==> src/rtl/uart_pkg.sv <==
// Shared UART definitions: receiver FSM state encoding and default link
// parameters common to uart_rx and uart_tx.
package uart_pkg;

  // Default bit period in receiver clocks, and default word width.
  localparam int unsigned DEFAULT_CLKS_PER_BIT = 16;
  localparam int unsigned DEFAULT_DATA_BITS    = 8;

  // Receiver frame-tracking states; PARITY is only reachable when parity
  // checking is compiled in.
  typedef enum logic [2:0] {
    IDLE   = 3'd0,
    START  = 3'd1,
    DATA   = 3'd2,
    PARITY = 3'd3,
    STOP   = 3'd4
  } uart_state_e;

  // Even-parity bit for an 8-bit word (XOR of all bits). Narrower words
  // are zero-extended by the caller, which does not change the result.
  function automatic logic even_parity(input logic [7:0] word);
    return ^word;
  endfunction

endpackage

==> src/rtl/uart_sync2.sv <==
// Two-flop synchronizer for a single asynchronous input. RST_VAL sets the
// value both stages take on reset, so the synchronized output starts at a
// known, benign level (e.g. idle-high for a serial line).
module uart_sync2 #(
  parameter logic RST_VAL = 1'b1
) (
  input  logic clk_i,
  input  logic rst_i,
  input  logic d_i,
  output logic q_o
);

  logic meta_q;
  logic sync_q;

  // Two back-to-back capture stages; the first may go metastable.
  always_ff @(posedge clk_i or posedge rst_i) begin
    if (rst_i) begin
      meta_q <= RST_VAL;
      sync_q <= RST_VAL;
    end else begin
      meta_q <= d_i;
      sync_q <= meta_q;
    end
  end

  assign q_o = sync_q;

endmodule

==> src/rtl/uart_rx.sv <==
// UART receiver: synchronizes the serial line, validates the start bit at
// mid-bit, shifts DATA_BITS data bits in LSB first, checks the stop bit
// and presents the word with a one-cycle valid strobe.
// Optional even-parity checking is compiled in with `define UART_RX_PARITY_EN,
// which adds a PARITY state and the o_rx_parity_err port.
module uart_rx
  import uart_pkg::*;
#(
  parameter int unsigned CLKS_PER_BIT = DEFAULT_CLKS_PER_BIT,
  parameter int unsigned DATA_BITS    = DEFAULT_DATA_BITS
) (
  input  logic                 i_rx_clk,
  input  logic                 i_rx_rst,
  input  logic                 i_rx_serial,
  output logic [DATA_BITS-1:0] o_rx_data,
  output logic                 o_rx_data_valid,
  output logic                 o_rx_frame_err,
`ifdef UART_RX_PARITY_EN
  output logic                 o_rx_parity_err,
`endif
  output logic                 o_rx_busy
);

  localparam int unsigned CNT_W = $clog2(CLKS_PER_BIT);
  localparam int unsigned IDX_W = $clog2(DATA_BITS);

  // Mid start bit, then full bit periods land each later sample mid-bit.
  localparam logic [CNT_W-1:0] CNT_MID  = CNT_W'((CLKS_PER_BIT - 1) / 2);
  localparam logic [CNT_W-1:0] CNT_LAST = CNT_W'(CLKS_PER_BIT - 1);
  localparam logic [IDX_W-1:0] IDX_LAST = IDX_W'(DATA_BITS - 1);

  logic                 rx_s;

  uart_state_e          state_q, state_d;
  logic [CNT_W-1:0]     cnt_q,   cnt_d;
  logic [IDX_W-1:0]     idx_q,   idx_d;
  logic [DATA_BITS-1:0] shift_q, shift_d;
  logic [DATA_BITS-1:0] data_q,  data_d;
  logic                 valid_q, valid_d;
  logic                 ferr_q,  ferr_d;
`ifdef UART_RX_PARITY_EN
  logic                 par_bad_q, par_bad_d;
  logic                 perr_q,    perr_d;
  logic [7:0]           shift_ext;

  assign shift_ext = 8'(shift_q);
`endif

  // Line is idle-high, so preset the synchronizer to 1 to avoid a false
  // start bit immediately after reset.
  uart_sync2 #(
    .RST_VAL (1'b1)
  ) u_sync (
    .clk_i (i_rx_clk),
    .rst_i (i_rx_rst),
    .d_i   (i_rx_serial),
    .q_o   (rx_s)
  );

  // State, counters, shift register and output strobes.
  always_ff @(posedge i_rx_clk or posedge i_rx_rst) begin
    if (i_rx_rst) begin
      state_q   <= IDLE;
      cnt_q     <= '0;
      idx_q     <= '0;
      shift_q   <= '0;
      data_q    <= '0;
      valid_q   <= 1'b0;
      ferr_q    <= 1'b0;
`ifdef UART_RX_PARITY_EN
      par_bad_q <= 1'b0;
      perr_q    <= 1'b0;
`endif
    end else begin
      state_q   <= state_d;
      cnt_q     <= cnt_d;
      idx_q     <= idx_d;
      shift_q   <= shift_d;
      data_q    <= data_d;
      valid_q   <= valid_d;
      ferr_q    <= ferr_d;
`ifdef UART_RX_PARITY_EN
      par_bad_q <= par_bad_d;
      perr_q    <= perr_d;
`endif
    end
  end

  // Next-state, sampling and strobe generation. The clock counter clears on
  // every state change, so each state times its sample from its own entry.
  always_comb begin
    state_d   = state_q;
    cnt_d     = cnt_q + CNT_W'(1);
    idx_d     = idx_q;
    shift_d   = shift_q;
    data_d    = data_q;
    valid_d   = 1'b0;
    ferr_d    = 1'b0;
`ifdef UART_RX_PARITY_EN
    par_bad_d = par_bad_q;
    perr_d    = 1'b0;
`endif

    case (state_q)
      IDLE: begin
        cnt_d = '0;
        idx_d = '0;
`ifdef UART_RX_PARITY_EN
        par_bad_d = 1'b0;
`endif
        if (!rx_s) begin
          state_d = START;
        end
      end

      START: begin
        if (cnt_q == CNT_MID) begin
          cnt_d = '0;
          if (!rx_s) begin
            state_d = DATA;
            idx_d   = '0;
          end else begin
            // Low pulse shorter than half a bit: treat as noise.
            state_d = IDLE;
          end
        end
      end

      DATA: begin
        if (cnt_q == CNT_LAST) begin
          cnt_d = '0;
          for (int unsigned i = 0; i < DATA_BITS; i++) begin
            if (idx_q == IDX_W'(i)) begin
              shift_d[i] = rx_s;
            end
          end
          if (idx_q == IDX_LAST) begin
`ifdef UART_RX_PARITY_EN
            state_d = PARITY;
`else
            state_d = STOP;
`endif
          end else begin
            idx_d = idx_q + IDX_W'(1);
          end
        end
      end

`ifdef UART_RX_PARITY_EN
      PARITY: begin
        if (cnt_q == CNT_LAST) begin
          cnt_d     = '0;
          par_bad_d = rx_s ^ even_parity(shift_ext);
          state_d   = STOP;
        end
      end
`endif

      STOP: begin
        // Returning to IDLE at mid stop bit leaves half a bit of margin to
        // catch a start bit that follows immediately.
        if (cnt_q == CNT_LAST) begin
          cnt_d   = '0;
          state_d = IDLE;
`ifdef UART_RX_PARITY_EN
          if (rx_s && !par_bad_q) begin
            data_d  = shift_q;
            valid_d = 1'b1;
          end
          perr_d = par_bad_q;
`else
          if (rx_s) begin
            data_d  = shift_q;
            valid_d = 1'b1;
          end
`endif
          ferr_d = ~rx_s;
        end
      end

      default: begin
        state_d = IDLE;
        cnt_d   = '0;
      end
    endcase
  end

  assign o_rx_data       = data_q;
  assign o_rx_data_valid = valid_q;
  assign o_rx_frame_err  = ferr_q;
  assign o_rx_busy       = (state_q != IDLE);
`ifdef UART_RX_PARITY_EN
  assign o_rx_parity_err = perr_q;
`endif

endmodule
==> config.mk <==
export PLATFORM = sky130hd
export DESIGN_NAME = uart_rx
export DESIGN_NICKNAME = d
export VERILOG_FILES = /design/src/rtl/uart_pkg.sv /design/src/rtl/uart_sync2.sv /design/src/rtl/uart_rx.sv
export SDC_FILE = /design/constraint.sdc
export NUM_CORES = 1
export LEC_CHECK = 0
export BUFFER_PORTS_ARGS = -buffer_cell sky130_fd_sc_hd__buf_2
export CAP_MARGIN = 10
export CORE_MARGIN = 2
export CORE_UTILIZATION = 50
export DETAILED_ROUTE_END_ITERATION = 10
export PLACE_DENSITY_LB_ADDON = 0.3
export SLEW_MARGIN = 5
export SYNTH_ARGS = -nofsm -noshare
export SYNTH_HDL_FRONTEND = slang
export SYNTH_SLANG_ARGS = --single-unit
==> constraint.sdc <==
create_clock -name i_rx_clk -period 3.65 [get_ports i_rx_clk]
set_input_delay 0.73 -clock i_rx_clk [delete_from_list [all_inputs] [get_ports i_rx_clk]]
set_output_delay 0.73 -clock i_rx_clk [all_outputs]
set_load 0.01 [all_outputs]
## After elaboration in Yosys (flattened, before gate mapping)

Cells that the tools add are included.

| word-level totals | value |
|---|---|
| word-level logic and storage cells | 74 |
| register bits after elaboration | 30 |
| output and inout bits | 11 |
| input bits | 3 |

| cells by class | value |
|---|---|
| reduce and logical (&&, ||, !) cells | 16 |
| bitwise operators | 1 |
| $add $sub $neg | 2 |
| multiplexer cells | 20 |
| eq/ne operators | 19 |

Operators by type and width:

| kind | number |
|---|---|
| 3-bit two-way mux | 9 |
| 3-bit AND reduction | 9 |
| 3-bit equality test (second input constant) | 5 |
| 2-bit inequality test (second input constant) | 7 |
| 3-bit case mux with 4 select lines | 1 |
| 5-bit AND reduction | 2 |
| 3-bit by 2-bit equality test with 1-bit output (second input constant) | 3 |
| 3-bit case mux with 3 select lines | 1 |
| 4-bit two-way mux | 2 |
| 4-bit case mux with 2 select lines | 1 |
| 3-bit by 1-bit equality test with 1-bit output (second input constant) | 2 |
| 3-bit zero test | 2 |
| 3-bit nonzero test | 2 |
| 1-bit two-way mux | 5 |
| 4-bit by 1-bit adder with 4-bit output (second input constant) | 1 |
| 4-bit by 3-bit equality test with 1-bit output (second input constant) | 1 |
| 4-bit equality test (second input constant) | 1 |
| 3-bit by 1-bit adder with 3-bit output (second input constant) | 1 |
| 2-bit two-way mux | 1 |
| 2-bit OR reduction | 1 |
| 1-bit inverter | 1 |

## Logic depth before layout (Yosys ltp)

Gate-level depths: netlist of the first run.

| depth | value |
|---|---|
| word-level depth | 4 |
| gate-level depth with buffers | 5 |
| depth with buffers taken out | 5 |

## Modules after synthesis

From an unflattened synthesis of the first run, not the netlist that was laid out.

| second synthesis, totals | value |
|---|---|
| cells, all modules | 122 |
| area total of the unflattened synthesis | 1437.6 um^2 |

By module, submodules not included:

| module | cells an instance | times used | seq. area each (um^2) | area an instance (um^2) |
|---|---|---|---|---|
| uart_rx | 119 | 1 | 700.7 | 1381.3 |
| uart_sync2 | 3 | 1 | 52.6 | 56.3 |

## Worst setup path after synthesis of the first run

No wires, ideal clock.

| timing path | value |
|---|---|
| path type | flip-flop to flip-flop |
| start | reg cnt_q[0] |
| end | reg data_q[0] (netlist: o_rx_data[0]) |
| data arrival time | 1721 ps |
| setup time | 125 ps |
| slack | 1804 ps |
| stages on the path, launching flop included | 6 |
| path through | dfrtp_1 -> ha_1 -> nand3_2 -> or4b_4 -> buf_6 -> mux2_4 |

| on the way | value |
|---|---|
| cells in the longest elaborated chain, start to end | 2 |

Ends and longest elaborated chain:

| item | RTL line | text |
|---|---|---|
| start, declared | uart_rx.sv:35 | `logic [CNT_W-1:0] cnt_q, cnt_d;` |
| start signal, assigned | uart_rx.sv:76 | `cnt_q <= cnt_d;` |
| 4-bit equality test | uart_rx.sv:162 | `if (cnt_q == CNT_LAST) begin` |
| 3-bit AND reduction (no source line) | - |  |
| end signal, assigned | uart_rx.sv:79 | `data_q <= data_d;` |
| end, declared | uart_rx.sv:38 | `logic [DATA_BITS-1:0] data_q, data_d;` |

Every way passes these cells.
A chain may end at the register's enable or synchronous reset.

## Final worst setup path of the first run

| timing path | value |
|---|---|
| start | reg state_q[0] |
| end | out o_rx_busy |

| on the way | value |
|---|---|
| cells in the longest elaborated chain, start to end | 1 |

Ends and longest elaborated chain:

| item | RTL line | text |
|---|---|---|
| start, declared | uart_rx.sv:34 | `uart_state_e state_q, state_d;` |
| start signal, assigned | uart_rx.sv:75 | `state_q <= state_d;` |
| 3-bit nonzero test | uart_rx.sv:191 | `assign o_rx_busy = (state_q != IDLE);` |
| end, declared | uart_rx.sv:21 | `output logic o_rx_busy` |

Every way passes these cells.

==> impl_metrics.env, run 1 <==
export IMPL_status="complete, no violations"
export IMPL_drc_errors=0
export IMPL_coreArea_um2=2780
export IMPL_endpoint_kind="primary output"
export IMPL_syn_cell_area_um2=1480
export IMPL_detail_route_antenna_nets=0
export IMPL_worstMarginPinSlew_ps=550
export IMPL_drtIter0Drc=17
export IMPL_clk_latency_ps=320
export IMPL_portBuffers=13
export IMPL_wl_per_cell_um=14.4
export IMPL_die_area_um2=3410
export IMPL_place_gp_congestion=0.861
export IMPL_hpwlAfterDp_mm=1.60
export IMPL_cts_tree="built"
export IMPL_p_seq_frac=0.577
export IMPL_rsz0062_at_grt="no"
export IMPL_timing_rr_end="o_rx_data[3]"
export IMPL_initial_core_util=0.532
export IMPL_swShare=0.302
export IMPL_finalNetCount=143
export IMPL_setup_tns_ps=0
export IMPL_ys_ff_latch=30
export IMPL_fmax_ghz=0.466
export IMPL_syn_num_nets=130
export IMPL_comb_power_share=0.174
export IMPL_cts_sinks=30
export IMPL_reg2reg_depth=4
export IMPL_via_count=952
export IMPL_hold_class="reg2reg"
export IMPL_pwr_density_cell_nw_per_um2=429
export IMPL_num_rows=19
export IMPL_synth_seq_area_share=0.509
export IMPL_cts_setup_buffers=0
export IMPL_hp_start="u_sync.meta_q"
export IMPL_r2r_slack_ps=1640
export IMPL_layout_commonest_cell="dfrtp_1"
export IMPL_clk_path_buf_depth=2
export IMPL_slew_limit_headroom=0.632
export IMPL_worstHoldPathCells=0
export IMPL_path_max_fanout=18
export IMPL_period_share=0.588
export IMPL_min_to="u_sync.q_o"
export IMPL_finalWirelength_mm=2.37
export IMPL_critPathKind="reg2out"
export IMPL_worst_setup_path_start_kind="flop"
export IMPL_grt_max_degree=31
export IMPL_drt_pass1_iter_count=4
export IMPL_final_cell_mix="dfrtp_1, buf_2, mux2_4, mux2_2"
export IMPL_grt_pass1_vias=901
export IMPL_cts_buffers=5
export IMPL_antenna_found_initial=0
export IMPL_worstPathRequired_ps=2920
export IMPL_p_clk_frac=0.249
export IMPL_cts_root_buf="clkbuf_4"
export IMPL_r2r_start="cnt_q[0]"
export IMPL_hold_viol_final=0
export IMPL_vdd_drop_max_mv=0.416
export IMPL_die_w_um=58.4
export IMPL_grt_pass1_wl_mm=4.18
export IMPL_switching_power_w=0.000210
export IMPL_cp_data_arrival_time_ps=1410
export IMPL_yosysWarnings=0
export IMPL_layout_min_cycle_time_ps=2140
export IMPL_skew_ps=10.7
export IMPL_ys_types=37
export IMPL_drive_gt1_frac=0.308
export IMPL_ctsHoldBuffers=0
export IMPL_vias_per_cell=5.80
export IMPL_syn_instance_count=120
export IMPL_groute_usage_overall=0.164
export IMPL_die_h_um=58.4
export IMPL_hold_slack_ps=360
export IMPL_maxSlewViolCount=0
export IMPL_overflow=0
export IMPL_cts_resized=0
export IMPL_top_level_ports=14
export IMPL_synth_edf_count=0
export IMPL_antenna_cells=0
export IMPL_syn_avg_cell_area_um2=12.3
export IMPL_drv_cap=0
export IMPL_setup_violations=0
export IMPL_clk_pin_slew_ps=70
export IMPL_crit_path_start="state_q[0]"
export IMPL_p_leak_nw=0.797
export IMPL_internal_power_w=0.000484
export IMPL_syn_to_final_growth_pct=9.30
export IMPL_synth_ff_type="dfrtp_1"
export IMPL_synthArstFlopShare=1.00
export IMPL_htree_levels=2
synthesized netlist by cell type (2+ instances only):
cell type	number	area (um2)
xor2_1	2	17.5
and2_1	2	12.5
o311ai_0	3	26.3
nand4_1	7	43.8
inv_1	7	26.3
nor2_1	4	15.0
nand2b_1	2	12.5
nor3_1	3	15.0
mux2_4	8	120
dfrtp_1	28	701
or4_1	2	15.0
dfstp_2	2	52.6
mux2_2	8	90.1
clkbuf_1	6	22.5
o21ai_0	2	10.0
a21oi_1	3	15.0
ha_1	7	87.6
o211ai_1	3	22.5
nand3_1	3	15.0
kinds of logic after synthesis:
group	after synthesis	synth area share
and+or+nand+nor	34	0.153
DFF	30	0.509
muxes	16	0.142
AOI/OAI and AO/OA	15	0.0752
buffers and inverters	15	0.0440
adders and majority gates	7	0.0592
xor gates and xnor gates	3	0.0178
per-stage QoR:
| step | instances | utilization | area [um2] | setup slack (ps) | total power [W] |
|---|---|---|---|---|---|
| final | 164 | 0.582 | 1620 | 1510 | 0.000694 |
| after floorplan | 120 | - | 1480 | 1800 | 0.000501 |
| after global placement | 156 | 0.556 | 1550 | 1730 | 0.000521 |
| after global routing | 164 | 0.582 | 1620 | 1390 | 0.000748 |
| after CTS | 163 | 0.572 | 1590 | 1480 | 0.000700 |
| after detailed placement | 156 | 0.556 | 1550 | 1690 | 0.000524 |
layout make-up:
class                           count  area (um2)
Fill cell                         249        1160
Sequential cell                    30         753
Multi-Input combinational cell     75         662
Timing Repair Buffer               14        92.6
Clock buffer                        7        45.0
Tap cell                           31        38.8
Inverter                            7        26.3
worst max-delay path, cell delays in order, from the launching register on:
cell and delay, ps:
dfrtp_1 550, or3_1 410, buf_2 140
registers in the layout, summed over array words and instances, names as in the netlist:
signal	flops
state_q	3
o_rx_frame_err	1
u_sync.q_o	1
o_rx_data	8
idx_q	3
u_sync.meta_q	1
o_rx_data_valid	1
shift_q	8
cnt_q	4
power by group through the flow:
stage / registers (W) / logic (W) / clock network [W]
4_1_cts: 0.000400 / 0.000119 / 0.000181
2_1_floorplan: 0.000374 / 0.000126 / 0
5_1_grt: 0.000407 / 0.000139 / 0.000201
6_report: 0.000401 / 0.000121 / 0.000173
3_3_place_gp: 0.000404 / 0.000117 / 0
3_5_place_dp: 0.000406 / 0.000118 / 0
metal layers:
metal,up-vias,track usage,share of wire
met3,5,0.0593,0.044
met5,-,0,0
met2,19,0.255,0.46
met1,460,0.209,0.48
li1,468,-,-
met4,0,0.0598,0.014
worst max path at each step:
stage / end / slack, ps / depth (start not counted)
floorplan: o_rx_data[0] / 1800 / 5
global placement: o_rx_data[2] / 1730 / 4
detailed placement: o_rx_data[3] / 1690 / 4
CTS: o_rx_busy / 1480 / 2
global route: o_rx_busy / 1390 / 2
finish: o_rx_busy / 1510 / 2
Note: power is estimated with default switching activity, not from simulation.
==> inputs of run 2 (changes only) <==
ABC_AREA = 1   (was unset)
clock period = 1.75 ns   (was 3.65 ns; I/O delays follow)
==> impl_metrics.env, run 2 <==
export IMPL_syn_avg_cell_area_um2=9.00
export IMPL_drc_errors=0
export IMPL_synth_top_cells_by_count="nand2_1, dfrtp_1, inv_1"
export IMPL_comb_power_share=0.262
export IMPL_syn_to_final_growth_pct=11.9
export IMPL_cts_tree="built"
export IMPL_path_delay_family="flip-flops"
export IMPL_die_area_um2=3310
export IMPL_p_leak_nw=0.851
export IMPL_top_level_ports=14
export IMPL_clk_pin_slew_ps=90
export IMPL_ctsHoldBuffers=0
export IMPL_layout_min_cycle_time_ps=1600
export IMPL_syn_cell_area_um2=1430
export IMPL_drt_pass1_iter_count=4
export IMPL_antenna_cells=0
export IMPL_hold_class="in2async"
export IMPL_vias_per_cell=5.21
export IMPL_cts_buffers=5
export IMPL_die_h_um=57.5
export IMPL_hold_slack_ps=82.2
export IMPL_r2r_slack_ps=220
export IMPL_critPathKind="reg2out"
export IMPL_setup_violations=0
export IMPL_ys_ff_latch=30
export IMPL_portBuffers=13
export IMPL_clk_path_buf_depth=2
export IMPL_clk_latency_ps=320
export IMPL_endpoint_kind="primary output"
export IMPL_synth_ff_type="dfrtp_1"
export IMPL_grt_pass1_vias=1001
export IMPL_slew_limit_headroom=0.751
export IMPL_worstPathRequired_ps=1400
export IMPL_pwr_density_cell_nw_per_um2=1090
export IMPL_post_dp_cell_area_um2=1540
export IMPL_drtIter0Drc=50
export IMPL_antenna_found_initial=0
export IMPL_setup_tns_ps=0
export IMPL_yosysWarnings=0
export IMPL_internal_power_w=0.00111
export IMPL_finalWirelength_mm=2.46
export IMPL_yosysMostFrequentCell="nand2_1"
export IMPL_fin_ws_ps=154
export IMPL_detail_route_antenna_nets=0
export IMPL_cts_sinks=30
export IMPL_grt_pass1_wl_mm=4.35
export IMPL_finalNetCount=189
export IMPL_cts_root_buf="clkbuf_4"
export IMPL_groute_usage_overall=0.173
export IMPL_synthArstFlopShare=1.00
export IMPL_overflow=0
export IMPL_synth_top_area_frac=0.490
export IMPL_drive_gt1_frac=0.189
export IMPL_skew_ps=5.98
export IMPL_p_clk_frac=0.246
export IMPL_dp_slack_ps=243
export IMPL_p_seq_frac=0.492
export IMPL_final_cell_mix="nand2_1, dfrtp_1, inv_1, buf_2, nand4_1"
export IMPL_drv_cap=0
export IMPL_cp_data_arrival_time_ps=1250
export IMPL_switching_power_w=0.000630
export IMPL_rsz0062_at_grt="no"
export IMPL_syn_instance_count=159
export IMPL_yosysTopAreaCell="dfrtp_1"
export IMPL_initial_core_util=0.524
export IMPL_num_rows=19
export IMPL_maxSlewViolCount=0
export IMPL_swShare=0.363
export IMPL_cts_resized=0
export IMPL_hold_viol_final=0
export IMPL_hpwlAfterDp_mm=1.85
export IMPL_synth_seq_area_share=0.526
export IMPL_via_count=1099
export IMPL_vdd_drop_max_mv=0.721
export IMPL_critPathMaxStageDelay_ps=470
export IMPL_cts_setup_buffers=0
export IMPL_die_w_um=57.5
export IMPL_status="complete, no violations"
export IMPL_period_share=0.912
export IMPL_ys_top_cells_by_area="dfrtp_1, nand2_1, ha_1"
export IMPL_cp_slowest_cell="dfrtp_1"
export IMPL_grt_max_degree=31
export IMPL_cp_buffers_inverters=1
export IMPL_stdcell_area_um2=1600
export IMPL_path_max_fanout=6
export IMPL_worst_setup_path_start_kind="flop"
export IMPL_htree_levels=2
export IMPL_place_gp_congestion=0.757
export IMPL_synth_edf_count=0
export IMPL_wl_per_cell_um=11.6
export IMPL_crit_chain="nor2_2 > nand2_1 > buf_2"
export IMPL_worstMarginPinSlew_ps=373
export IMPL_syn_num_nets=169
export IMPL_fmax_ghz=0.626
export IMPL_coreArea_um2=2730
export IMPL_layout_commonest_cell="nand2_1"
export IMPL_finalPower_w=0.00174
export IMPL_ys_types=23
run 2: cell types whose count changed after synthesis, moves of 5 or more:
cell / delta
nand4_1: +5
nor2_1: +5
mux2_2: -8
nand2_1: +51
inv_1: +11
mux2_4: -8
nand3_1: +5
clkbuf_1: -6
o21ai_1: +7
run 2: power by group through the flow:
stage	clock [W]	combinational (W)	sequential, W
2_1_floorplan	0	0.000362	0.000844
3_3_place_gp	0	0.000436	0.000858
3_5_place_dp	0	0.000453	0.000866
4_1_cts	0.000442	0.000456	0.000852
5_1_grt	0.000472	0.000534	0.000869
6_report	0.000427	0.000456	0.000854
run 2: cell families after synthesis:
kind of cell	share of synthesized area
compound gates	0.0446
simple gates	0.303
buf+inv	0.0586
flops	0.526
fa+ha+maj	0.0612
xor+xnor	0.00612
run 2: layout make-up:
class	instances	area [um2]
multi-input combinational	109	597
tap	31	38.8
clock buffer	6	51.3
clock inverter	2	12.5
sequential	30	753
fill	229	1130
inverter	19	76.3
timing repair buffer	14	72.6
run 2: worst register-to-register path, delay by kind of cell (launching register included):
| kind | cells | cell delay (ps) |
|---|---|---|
| fa+ha+maj | 1 | 220 |
| simple gates | 3 | 430 |
| flops | 1 | 400 |
| compound gates | 1 | 60 |
| buf+inv | 1 | 300 |
run 2: layer usage:
| layer | wire length, um | track usage | vias up | share of wire |
|---|---|---|---|---|
| li1 | - | - | 557 | - |
| met1 | 1200 | 0.223 | 515 | 0.49 |
| met2 | 1100 | 0.273 | 21 | 0.45 |
| met3 | 112 | 0.0612 | 6 | 0.046 |
| met4 | 42 | 0.0598 | 0 | 0.017 |
| met5 | 0 | 0 | - | 0 |
run 2: path summary, 6_finish.rpt:
| check | endpoint | cells after the start | startpoint |
|---|---|---|---|
| max | o_rx_busy | 3 | state_q[0] |
| min | shift_q[7] | 3 | i_rx_rst |
| max reg2reg | shift_q[5] | 6 | cnt_q[0] |
| min reg2reg | u_sync.q_o | 0 | u_sync.meta_q |
| max in group asynchronous | u_sync.meta_q | 3 | i_rx_rst |
| min in group i_rx_clk | u_sync.meta_q | 1 | i_rx_serial |
run 2: metrics by stage:
stage | util | cells
4_1_cts | 0.585 | 211
3_5_place_dp | 0.562 | 203
6_report | 0.586 | 211
2_1_floorplan | - | 159
3_3_place_gp | 0.562 | 203
5_1_grt | 0.586 | 211
